--- src/rtl/mc_datapath_regs.sv ---
// mc_datapath_regs
//   Non-architectural register and PC-update stage of the multicycle RV32I
//   core. It holds PC, OldPC, Instr, Data, A, WriteData and ALUOut, resolves
//   conditional branches from the ALU flags, and drives the unified memory
//   address and the Result bus.
//
// Ports
//   clock, reset         rising-edge clock, asynchronous active-high reset
//   IRWrite              load Instr <= ReadData and OldPC <= PC
//   PCUpdate             unconditional PC write
//   Branch               conditional PC write, resolved on Instr[14:12]
//   ResultSrc[1:0]       Result select: 0 ALUOut, 1 Data, 2/3 ALUResult
//   AdrSrc               memory address select: 0 PC, 1 Result
//   ReadData[31:0]       memory read data
//   RD1, RD2[31:0]       register-file read ports
//   ALUResult[31:0]      combinational ALU output
//   Zero/Neg/Carry/Ovf   ALU flags of SrcA-SrcB (Carry=1 means no borrow)
//   PC, OldPC[31:0]      program counter / PC of the current instruction
//   Instr[31:0]          registered instruction
//   Data[31:0]           registered ReadData
//   A, WriteData[31:0]   registered RD1 / RD2
//   ALUOut[31:0]         registered ALUResult
//   Result[31:0]         ResultSrc mux output (combinational)
//   Adr[31:0]            memory address (combinational)
//   PCWrite              PCUpdate | (Branch & taken) (combinational)
//   MisalignErr          sticky flag, set when a PC write targets a
//                        non-word-aligned address
module mc_datapath_regs #(
  parameter logic [31:0] RESET_PC  = 32'h0000_0000,
  parameter logic [31:0] NOP_INSTR = 32'h0000_0013
) (
  input  logic        clock,
  input  logic        reset,
  input  logic        IRWrite,
  input  logic        PCUpdate,
  input  logic        Branch,
  input  logic [1:0]  ResultSrc,
  input  logic        AdrSrc,
  input  logic [31:0] ReadData,
  input  logic [31:0] RD1,
  input  logic [31:0] RD2,
  input  logic [31:0] ALUResult,
  input  logic        Zero,
  input  logic        Neg,
  input  logic        Carry,
  input  logic        Ovf,
  output logic [31:0] PC,
  output logic [31:0] OldPC,
  output logic [31:0] Instr,
  output logic [31:0] Data,
  output logic [31:0] A,
  output logic [31:0] WriteData,
  output logic [31:0] ALUOut,
  output logic [31:0] Result,
  output logic [31:0] Adr,
  output logic        PCWrite,
  output logic        MisalignErr
);

  logic [31:0] pc_q, pc_d;
  logic [31:0] old_pc_q, old_pc_d;
  logic [31:0] instr_q, instr_d;
  logic [31:0] data_q, a_q, wd_q, alu_out_q;
  logic        misalign_q, misalign_d;
  logic [31:0] result;
  logic        taken;
  logic        pc_write;

  always_comb begin
    result = ALUResult;
    case (ResultSrc)
      2'd0:    result = alu_out_q;
      2'd1:    result = data_q;
      default: result = ALUResult;
    endcase
  end

  // Flags come from SrcA-SrcB: signed less-than is Neg^Ovf, unsigned
  // less-than is a borrow, i.e. !Carry.
  always_comb begin
    taken = 1'b0;
    case (instr_q[14:12])
      3'b000:  taken = Zero;
      3'b001:  taken = ~Zero;
      3'b100:  taken = Neg ^ Ovf;
      3'b101:  taken = ~(Neg ^ Ovf);
      3'b110:  taken = ~Carry;
      3'b111:  taken = Carry;
      default: taken = 1'b0;
    endcase
  end

  assign pc_write = PCUpdate | (Branch & taken);

  always_comb begin
    pc_d       = pc_q;
    old_pc_d   = old_pc_q;
    instr_d    = instr_q;
    misalign_d = misalign_q;
    if (IRWrite) begin
      old_pc_d = pc_q;
      instr_d  = ReadData;
    end
    // Bit 0 is always cleared; bit 1 set flags the error but the PC still
    // loads so the core keeps running and software can inspect the flag.
    if (pc_write) begin
      pc_d = {result[31:1], 1'b0};
      if (result[1]) misalign_d = 1'b1;
    end
  end

  always_ff @(posedge clock or posedge reset) begin
    if (reset) begin
      pc_q       <= RESET_PC;
      old_pc_q   <= RESET_PC;
      instr_q    <= NOP_INSTR;
      data_q     <= '0;
      a_q        <= '0;
      wd_q       <= '0;
      alu_out_q  <= '0;
      misalign_q <= 1'b0;
    end else begin
      pc_q       <= pc_d;
      old_pc_q   <= old_pc_d;
      instr_q    <= instr_d;
      data_q     <= ReadData;
      a_q        <= RD1;
      wd_q       <= RD2;
      alu_out_q  <= ALUResult;
      misalign_q <= misalign_d;
    end
  end

  assign PC          = pc_q;
  assign OldPC       = old_pc_q;
  assign Instr       = instr_q;
  assign Data        = data_q;
  assign A           = a_q;
  assign WriteData   = wd_q;
  assign ALUOut      = alu_out_q;
  assign Result      = result;
  assign Adr         = AdrSrc ? result : pc_q;
  assign PCWrite     = pc_write;
  assign MisalignErr = misalign_q;

endmodule

--- config.mk ---
export PLATFORM = sky130hd
export DESIGN_NAME = mc_datapath_regs
export DESIGN_NICKNAME = d
export VERILOG_FILES = /design/src/rtl/mc_datapath_regs.sv
export SDC_FILE = /design/constraint.sdc
export NUM_CORES = 1
export LEC_CHECK = 0
export ABC_AREA = 0
export ABC_CLOCK_PERIOD_IN_PS = 8100
export CORE_AREA = 2 2 169 171
export CTS_CLUSTER_DIAMETER = 100
export DETAILED_ROUTE_END_ITERATION = 6
export DIE_AREA = 0 0 171 173
export DONT_BUFFER_PORTS = 1
export PLACE_DENSITY = 0.48
export SLEW_MARGIN = 20
export SYNTH_ARGS = -nofsm -noshare
export SYNTH_HDL_FRONTEND = slang
export SYNTH_SLANG_ARGS = --single-unit
--- constraint.sdc ---
create_clock -name clock -period 8.1 [get_ports clock]
set_clock_uncertainty 0.05 [all_clocks]
set_input_delay 2.025 -clock clock [delete_from_list [all_inputs] [get_ports clock]]
set_output_delay 2.025 -clock clock [all_outputs]
set_load 0.01 [all_outputs]
==> Implementation_results.wiki, run 1 <==
{| class="wikitable"
! Metric !! Value
|-
| Worst-case register-to-register setup slack || around 5.7 ns
|-
| Standby leakage power || 0.00403 uW
|-
| Maximum number of pins on one net before global-route repair || 120
|-
| Total count of hold-check failures in the final report || 0
|-
| Final period util || 66.4%
|-
| Clock-pin slew of the registers on the worst-case setup and hold paths || approximately 0.05 ns
|-
| Number of violations reported at the end of detailed-routing iteration 0 || 132
|-
| Syn Std Cell Area || 0.00796 mm2
|-
| Routed Antenna Nets || 0
|-
| Maximum net fanout on the critical path || 32
|-
| Placed insts || 843
|-
| Reg-to-reg critical path startpoint || Instr[12]
|-
| Effective utilization at floorplan || 28.8%
|-
| Half-perimeter wire length after detailed placement || 15.7 mm
|-
| Count of standard-cell rows || 61
|-
| Remaining DRCs || 0
|-
| Wire length on met1 || 7.36 mm
|-
| Width of the chip || 171 um
|-
| Cell depth of the worst min-delay path || 1
|-
| Die Y-Extent || 173 um
|-
| Non-filler cells in the finished layout || 886
|-
| Max Buffers Root-to-Sink || 3
|-
| Cells resized by post-CTS repair || 0
|-
| Post-synthesis area per instance || 16.3 um2
|-
| Via count of the first global-routing pass || 4496
|-
| Total Negative Setup Slacks || 0 ns
|-
| Buffers inserted by post-CTS timing repair || 0
|-
| Pins over their slew limit || 0
|-
| Launch point of the worst hold path || Instr[5]
|-
| Max Used Layer || met4
|-
| Hold-critical path endpoint || Instr[5]
|-
| Fraction of final layout cells sized beyond drive strength 1 || 33.5%
|-
| Cells on worst reg2reg path || 5
|-
| Min Tclk post-route || roughly 5.4 ns
|-
| Vias per Instance || 4.56
|-
| Post-route setup slack || 2.72 ns
|-
| Wire per inst || 24.6 um
|-
| Unique masters post-synth || 26
|-
| Clock network latency to the later pin of the worst-skew pair || 0.51 ns
|-
| Kind of path behind the tightest hold check || flop to flop
|-
| Area of the die || 0.0296 mm2
|-
| Total Power || 2810 uW
|-
| Overflow left after global routing || 0
|-
| Met2 wire length || 11.5 mm
|-
| Count of boundary I/O pins || 430
|-
| Fmax achieved || around 190 MHz
|-
| First-pass GRT wire length || 30.6 mm
|-
| Hold buffer count at cts || 0
|-
| Sort of element at the start of the critical path || input pin
|-
| Fill cell count || 2722
|-
| Final Net Count || 630
|-
| Total of warnings raised by yosys || 0
|-
| Tightest slew margin relative to the limit || 29.3%
|-
| Area of the multi-input gates || roughly 0.0022 mm2
|-
| Core Region || 0.0276 mm2
|-
| Kind of capture point of the worst setup path || output port
|-
| Number of buffers created by CTS || 23
|-
| Share of the yosys chip area belonging to registers || ~70%
|-
| Required time of the critical path || 6.03 ns
|-
| Outcome || complete, no violations
|-
| Number of maximum-capacitance violations || 0
|-
| Clock tree from TritonCTS || built
|-
| Setup violators final || 0
|-
| Total length of routed met3 wires || 2.39 mm
|-
| RD Place Congestion || 0.743
|-
| Overall track demand over capacity in global routing || 13.9%
|-
| Worst slew pin tran || 1.05 ns
|-
| First drt pass iteration count || 4
|-
| Peak supply drop || 146 uV
|-
| Power density of the placed cells || slightly above 300 mW/mm2
|-
| PortBufs || 0
|-
| Sequential cell area || approximately 0.0056 mm2
|-
| Worst R2R End || PC[28]
|-
| Number of vias after detailed routing || 4043
|-
| Area Growth Syn to Fin || 15.2%
|-
| Post-placement setup slack || 2.77 ns
|-
| Number of sinks handled by clock tree synthesis || 223
|-
| Clk Tree Root Cell || sky130_fd_sc_hd__clkbuf_16
|-
| Worst Setup Path Type || input pin to output port
|-
| Total of flip-flops plus latches after synthesis || 223
|-
| Total Wirelength || 21.8 mm
|-
| H-Tree Depth || 1
|-
| Instance count of the mapped netlist || 489
|-
| Setup repair after global routing missed its margin || no
|-
| Worst path arrival time || 3.30 ns
|-
| Antenna violations before repair || 1
|}
## cells by family (layout without fill, tap and decap cells)
logic type,after synthesis,in the layout,synth area share (%)
buf+inv,32,49,2.03
simple gates,37,37,1.93
xor+xnor,2,2,0.220
compound gates,37,37,2.58
mux,157,157,23.0
flops,223,223,70.2
other cells,1,3,0.0471
## worst max path at each step
stage | from | endpoint | slack (ns) | cells past startpoint
floorplan | ResultSrc[0] | Adr[18] | 2.80 | 5
global placement | ResultSrc[0] | Adr[6] | 2.57 | 3
detailed placement | ResultSrc[0] | Adr[2] | 2.77 | 3
CTS | ResultSrc[0] | Adr[2] | 2.76 | 3
global route | ResultSrc[0] | Adr[2] | 2.76 | 3
finish | ResultSrc[0] | Adr[2] | 2.72 | 3
## metrics by stage
step	hold WS [ns]	instance area, um2	utilization (%)
finish	0.532	9170	33.2
global route	0.544	9170	33.2
CTS	0.533	9170	33.2
detailed placement	0.516	8330	30.1
global placement	0.519	8330	30.1
floorplan	0.463	7970	-
## critical path, stage by stage
cell                      delay, ns
sky130_fd_sc_hd__mux2i_1       0.10
sky130_fd_sc_hd__o21ai_0       0.82
sky130_fd_sc_hd__mux2_2        0.35
## cells in the final DEF, fill, tap and decap left out
cell,count
sky130_fd_sc_hd__diode_2,1
sky130_fd_sc_hd__o21ai_0,31
sky130_fd_sc_hd__o211ai_1,1
sky130_fd_sc_hd__nand2_1,32
sky130_fd_sc_hd__clkbuf_8,4
sky130_fd_sc_hd__xor2_1,1
sky130_fd_sc_hd__nand3b_1,1
sky130_fd_sc_hd__conb_1,2
sky130_fd_sc_hd__dfrtp_1,220
sky130_fd_sc_hd__mux2i_1,32
sky130_fd_sc_hd__o211a_1,1
sky130_fd_sc_hd__inv_6,1
sky130_fd_sc_hd__clkinvlp_4,4
sky130_fd_sc_hd__nor3b_1,1
sky130_fd_sc_hd__mux2_1,3
sky130_fd_sc_hd__bufinv_16,5
sky130_fd_sc_hd__nor2b_1,2
sky130_fd_sc_hd__clkbuf_16,23
sky130_fd_sc_hd__clkbuf_1,2
sky130_fd_sc_hd__mux2_4,28
sky130_fd_sc_hd__o21ai_1,1
sky130_fd_sc_hd__o21ba_1,1
sky130_fd_sc_hd__clkinv_2,4
sky130_fd_sc_hd__and2_1,1
sky130_fd_sc_hd__buf_12,1
sky130_fd_sc_hd__a221o_2,1
sky130_fd_sc_hd__o21bai_1,1
sky130_fd_sc_hd__inv_1,3
sky130_fd_sc_hd__xnor2_1,1
sky130_fd_sc_hd__mux2_2,94
sky130_fd_sc_hd__buf_4,2
sky130_fd_sc_hd__dfstp_2,3
## area by class of cell
cell class | instances | area share [%]
inverters | 4 | 0.205
diodes | 1 | 0.0273
repair buffers | 3 | 0.382
well taps | 378 | 5.16
multi-input cells | 235 | 24.2
clock buffers | 29 | 6.96
flip-flops and latches | 223 | 60.9
clock inverters | 13 | 2.20
## metal layers
layer,vias up,global-route usage [%]
met3,37,5.29
li1,1680,-
met1,2040,14.2
met4,0,4.52
met5,-,0
met2,286,25.8
## power breakdown
group          switching (uW)  total [uW]  internal (uW)
registers                 175        1410           1240
clock network             426        1140            718
logic                     116         250            134
## synth_stat cells
library cell / count / area (um2)
sky130_fd_sc_hd__nand2_1: 32 / 120
sky130_fd_sc_hd__dfrtp_1: 220 / 5510
sky130_fd_sc_hd__buf_2: 3 / 15.0
sky130_fd_sc_hd__mux2_1: 3 / 33.8
sky130_fd_sc_hd__conb_1: 1 / 3.75
sky130_fd_sc_hd__o211a_1: 1 / 10.0
sky130_fd_sc_hd__mux2_2: 94 / 1060
sky130_fd_sc_hd__mux2_4: 28 / 420
sky130_fd_sc_hd__clkbuf_1: 15 / 56.3
sky130_fd_sc_hd__a221o_1: 1 / 10.0
sky130_fd_sc_hd__xnor2_1: 1 / 8.76
sky130_fd_sc_hd__inv_1: 4 / 15.0
sky130_fd_sc_hd__and2_1: 1 / 6.26
sky130_fd_sc_hd__dfstp_2: 3 / 78.8
sky130_fd_sc_hd__o21ai_0: 32 / 160
sky130_fd_sc_hd__nor3b_1: 1 / 7.51
sky130_fd_sc_hd__buf_1: 4 / 15.0
sky130_fd_sc_hd__xor2_1: 1 / 8.76
sky130_fd_sc_hd__buf_4: 2 / 15.0
sky130_fd_sc_hd__o211ai_1: 1 / 7.51
sky130_fd_sc_hd__mux2i_1: 32 / 320
sky130_fd_sc_hd__nand3b_1: 1 / 7.51
sky130_fd_sc_hd__o21bai_1: 1 / 7.51
sky130_fd_sc_hd__o21ba_1: 1 / 10.0
sky130_fd_sc_hd__nor2b_1: 2 / 12.5
sky130_fd_sc_hd__buf_6: 4 / 45.0
## sequential cells by signal (all words and copies together) (netlist names)
register,flops
PC,31
Instr,32
Data,32
OldPC,31
WriteData,32
ALUOut,32
A,32
MisalignErr,1
No activity file was read; power rests on OpenSTA's default activity.
==> inputs of run 2 (changes only) <==
Settings changed: ABC_AREA 0 to 1, ABC_CLOCK_PERIOD_IN_PS 8100 to 4800.
Clock period 8.1 ns to 4.8 ns, I/O delays scaled along.
==> run 2 against run 1 <==
Sequential power increased by 63%. First-iteration DRC count increased to 4.2 times the previous value. Power increased by 64%. Global-route usage increased by 2.8 points. Sequential cell count unchanged. Synthesized cell count increased by 33%. Utilization about the same. Final cell count increased by 18%. Critical path type unchanged. Largest power group unchanged.
==> Implementation_results.wiki, run 2 <==
{| class="wikitable"
! Metric !! Value
|-
| Count of standard-cell rows || 61 (unchanged)
|-
| Predominant post-synthesis flop cell || sky130_fd_sc_hd__dfrtp_1 (unchanged)
|-
| Fraction of registers with async set/reset || 100% (unchanged)
|-
| Maximum net fanout on the critical path || 34 (was 32)
|-
| Outcome || complete, no violations (unchanged)
|-
| Worst slew pin tran || 0.897 ns (was 1.05 ns)
|-
| Cell family with the largest share of critical-path delay || simple AND/OR/NAND/NOR gates (was compound AO/OA/AOI/OAI gates)
|-
| Worst-path cell with the longest stage delay || sky130_fd_sc_hd__inv_2 (was sky130_fd_sc_hd__o21ai_0)
|-
| Total of flip-flops plus latches after synthesis || 223 (unchanged)
|-
| Final Net Count || 790 (was 630)
|-
| First-pass GRT wire length || 36.8 mm (was 30.6 mm)
|-
| Max Buffers Root-to-Sink || 3 (unchanged)
|-
| Fmax achieved || 260 MHz
|-
| Vias per Instance || 4.77 (was 4.56)
|-
| Most area-hungry cell type in the Yosys netlist || sky130_fd_sc_hd__dfrtp_1 (unchanged)
|-
| Total Negative Setup Slacks || 0 ns (unchanged)
|-
| Total Power || 4600 uW (was 2810 uW)
|-
| First drt pass iteration count || 5 (was 4)
|-
| Post-route setup slack || 0.952 ns (was 2.72 ns)
|-
| Remaining DRCs || 0 (unchanged)
|-
| Core Region || 0.0276 mm2 (unchanged)
|-
| Unique masters post-synth || 26 (unchanged)
|-
| Hold buffer count at cts || 0 (unchanged)
|-
| Overflow left after global routing || 0 (unchanged)
|-
| Cells resized by post-CTS repair || 0 (unchanged)
|-
| Maximum number of pins on one net before global-route repair || 94 (was 120)
|-
| Maximum single-stage delay on the critical path || 0.46 ns (was 0.82 ns)
|-
| Most frequent standard cell in the layout excluding fill and tap cells || sky130_fd_sc_hd__dfrtp_1 (unchanged)
|-
| Required time of the critical path || 3.55 ns (was 6.03 ns)
|-
| Buffers inserted by post-CTS timing repair || 0 (unchanged)
|-
| Top cells by count, synth || 220 x sky130_fd_sc_hd__dfrtp_1, 189 x sky130_fd_sc_hd__nand2_1, 60 x sky130_fd_sc_hd__mux2_2, 53 x sky130_fd_sc_hd__nand3_1, 29 x sky130_fd_sc_hd__nand2_2 (was 220 x sky130_fd_sc_hd__dfrtp_1, 94 x sky130_fd_sc_hd__mux2_2, 32 x sky130_fd_sc_hd__mux2i_1, 32 x sky130_fd_sc_hd__nand2_1, 32 x sky130_fd_sc_hd__o21ai_0)
|-
| Cell with the most instances after synthesis || sky130_fd_sc_hd__dfrtp_1 (unchanged)
|-
| H-Tree Depth || 1 (unchanged)
|-
| Cell seen most often among critical-path stages || sky130_fd_sc_hd__nand2_1
|-
| Sort of element at the start of the critical path || input pin (unchanged)
|-
| Wire per inst || 24.6 um (about the same)
|-
| Half-perimeter wire length after detailed placement || 18.8 mm (was 15.7 mm)
|-
| Number of sinks handled by clock tree synthesis || 223 (unchanged)
|-
| Clock network latency to the later pin of the worst-skew pair || 0.52 ns (was 0.51 ns)
|-
| Number of violations reported at the end of detailed-routing iteration 0 || 558 (was 132)
|-
| Worst path arrival time || 2.60 ns (was 3.30 ns)
|-
| Number of enable flip-flop cells after synthesis || 0 (unchanged)
|-
| Instance count of the mapped netlist || 652 (was 489)
|-
| Antenna violations before repair || 1 (unchanged)
|-
| Count of boundary I/O pins || 430 (unchanged)
|-
| Number of buffers created by CTS || 24 (was 23)
|-
| Standby leakage power || 0.00422 uW (was 0.00403 uW)
|-
| Tightest slew margin relative to the limit || 40.1% (was 29.3%)
|-
| Number of vias after detailed routing || 4983 (was 4043)
|-
| Chain of cells forming the critical path || inv_1, nand2_1, inv_2, nand2_1, nand3_1, nand2_1, nand2_1 (was mux2i_1, o21ai_0, mux2_2)
|-
| Post-synthesis area per instance || 12.3 um2 (was 16.3 um2)
|-
| Area share of the largest cell type after synthesis || 68.9% (was 69.2%)
|-
| Final period util || 80.2%
|-
| Area of the die || 0.0296 mm2 (unchanged)
|-
| Setup repair after global routing missed its margin || no (unchanged)
|-
| Share of the yosys chip area belonging to registers || 69.9% (was 70.2%)
|-
| Min Tclk post-route || between 3 and 4 ns
|-
| Clk Tree Root Cell || sky130_fd_sc_hd__clkbuf_16 (unchanged)
|-
| Most frequent cells in the layout || 220 x sky130_fd_sc_hd__dfrtp_1, 189 x sky130_fd_sc_hd__nand2_1, 60 x sky130_fd_sc_hd__mux2_2 (was 220 x sky130_fd_sc_hd__dfrtp_1, 94 x sky130_fd_sc_hd__mux2_2, 32 x sky130_fd_sc_hd__mux2i_1, 32 x sky130_fd_sc_hd__nand2_1, 31 x sky130_fd_sc_hd__o21ai_0)
|-
| Worst Setup Path Type || input pin to output port (unchanged)
|-
| Kind of path behind the tightest hold check || input pin to async pin (was flop to flop)
|-
| Clock-pin slew of the registers on the worst-case setup and hold paths || 0.06 ns (was 0.05 ns)
|-
| Clock tree from TritonCTS || built (unchanged)
|-
| Total of warnings raised by yosys || 0 (unchanged)
|-
| Peak supply drop || 237 uV (was 146 uV)
|-
| Kind of capture point of the worst setup path || output port (unchanged)
|-
| Number of maximum-capacitance violations || 0 (unchanged)
|-
| Area Growth Syn to Fin || 14.8% (was 15.2%)
|-
| Syn Std Cell Area || 0.00799 mm2 (was 0.00796 mm2)
|-
| Pins over their slew limit || 0 (unchanged)
|-
| Power density of the placed cells || 502 mW/mm2 (was 306 mW/mm2)
|-
| Routed Antenna Nets || 0 (unchanged)
|-
| RD Place Congestion || 0.903 (was 0.743)
|-
| Die Y-Extent || 173 um (unchanged)
|-
| Effective utilization at floorplan || 28.9% (was 28.8%)
|-
| PortBufs || 0 (unchanged)
|-
| Via count of the first global-routing pass || 5238 (was 4496)
|-
| Overall track demand over capacity in global routing || 16.7% (was 13.9%)
|-
| Width of the chip || 171 um (unchanged)
|-
| Top cells by area, synth || sky130_fd_sc_hd__dfrtp_1 69%, sky130_fd_sc_hd__nand2_1 8.9%, sky130_fd_sc_hd__mux2_2 8.5% (was sky130_fd_sc_hd__dfrtp_1 69%, sky130_fd_sc_hd__mux2_2 13%, sky130_fd_sc_hd__mux2_4 5.3%)
|-
| Setup violators final || 0 (unchanged)
|-
| Crit path buf inv count || 2 (was 0)
|-
| Total Wirelength || 25.7 mm (was 21.8 mm)
|-
| Post-placement setup slack || 0.907 ns (was 2.77 ns)
|-
| Fraction of final layout cells sized beyond drive strength 1 || 21.6% (was 33.5%)
|-
| Total count of hold-check failures in the final report || 0 (unchanged)
|}
==> run 2: metal layers <==
layer | routed length, um | part of all wire, % | track usage (%)
met4 | 556 | 2.2 | 4.66
met2 | 12900 | 50 | 28.3
met1 | 9370 | 36 | 19.6
met3 | 2950 | 11 | 6.59
met5 | 0 | 0 | 0
==> run 2: cell type report <==
| type | instances | area [um2] |
|---|---|---|
| antenna | 1 | 2.50 |
| clock buffer | 31 | 668 |
| clock inverter | 11 | 161 |
| fill | 2757 | 18500 |
| inverter | 13 | 52.6 |
| multi-input combinational | 382 | 2140 |
| sequential | 223 | 5580 |
| tap | 378 | 473 |
| timing repair buffer | 6 | 82.6 |
==> run 2: worst paths after layout <==
check | from | endpoint | slack (ns) | cells after the start
worst max-delay path | ResultSrc[1] | Adr[19] | 0.95 | 7
worst min-delay path | reset | ALUOut[30] | 0.49 | 1
worst max register to register | Instr[12] | MisalignErr | 2.79 | 10
worst min register to register | OldPC[19] | OldPC[19] | 0.53 | 1
max in group asynchronous | reset | Instr[0] | 3.41 | 2
min in group clock | OldPC[19] | OldPC[19] | 0.53 | 1
==> run 2: power by group <==
part	switching (uW)	internal (uW)	total [uW]	leakage, uW
Clock	740	1190	1930	0.000408
Combinational	240	130	370	0.00117
Sequential	246	2050	2300	0.00264
Total	1230	3380	4600	0.00422
==> run 2: cells by family (layout without fill, tap and decap cells) <==
family,count (synthesis),after routing,share of synthesized area [%]
other cells,1,3,0.0469
compound gates,27,27,2.21
simple gates,293,293,16.0
flops,223,223,69.9
buf+inv,48,61,3.37
mux,60,60,8.46
==> run 2: metrics by stage <==
| stage | std cells | area (um2) | hold WS (ns) | util (%) |
|---|---|---|---|---|
| after floorplan | 653 | 8000 | 0.450 | - |
| after global placement | 1001 | 8320 | 0.517 | 30.1 |
| after detailed placement | 1001 | 8320 | 0.520 | 30.1 |
| after CTS | 1043 | 9150 | 0.534 | 33.1 |
| after global routing | 1045 | 9170 | 0.487 | 33.2 |
| final | 1045 | 9170 | 0.494 | 33.2 |
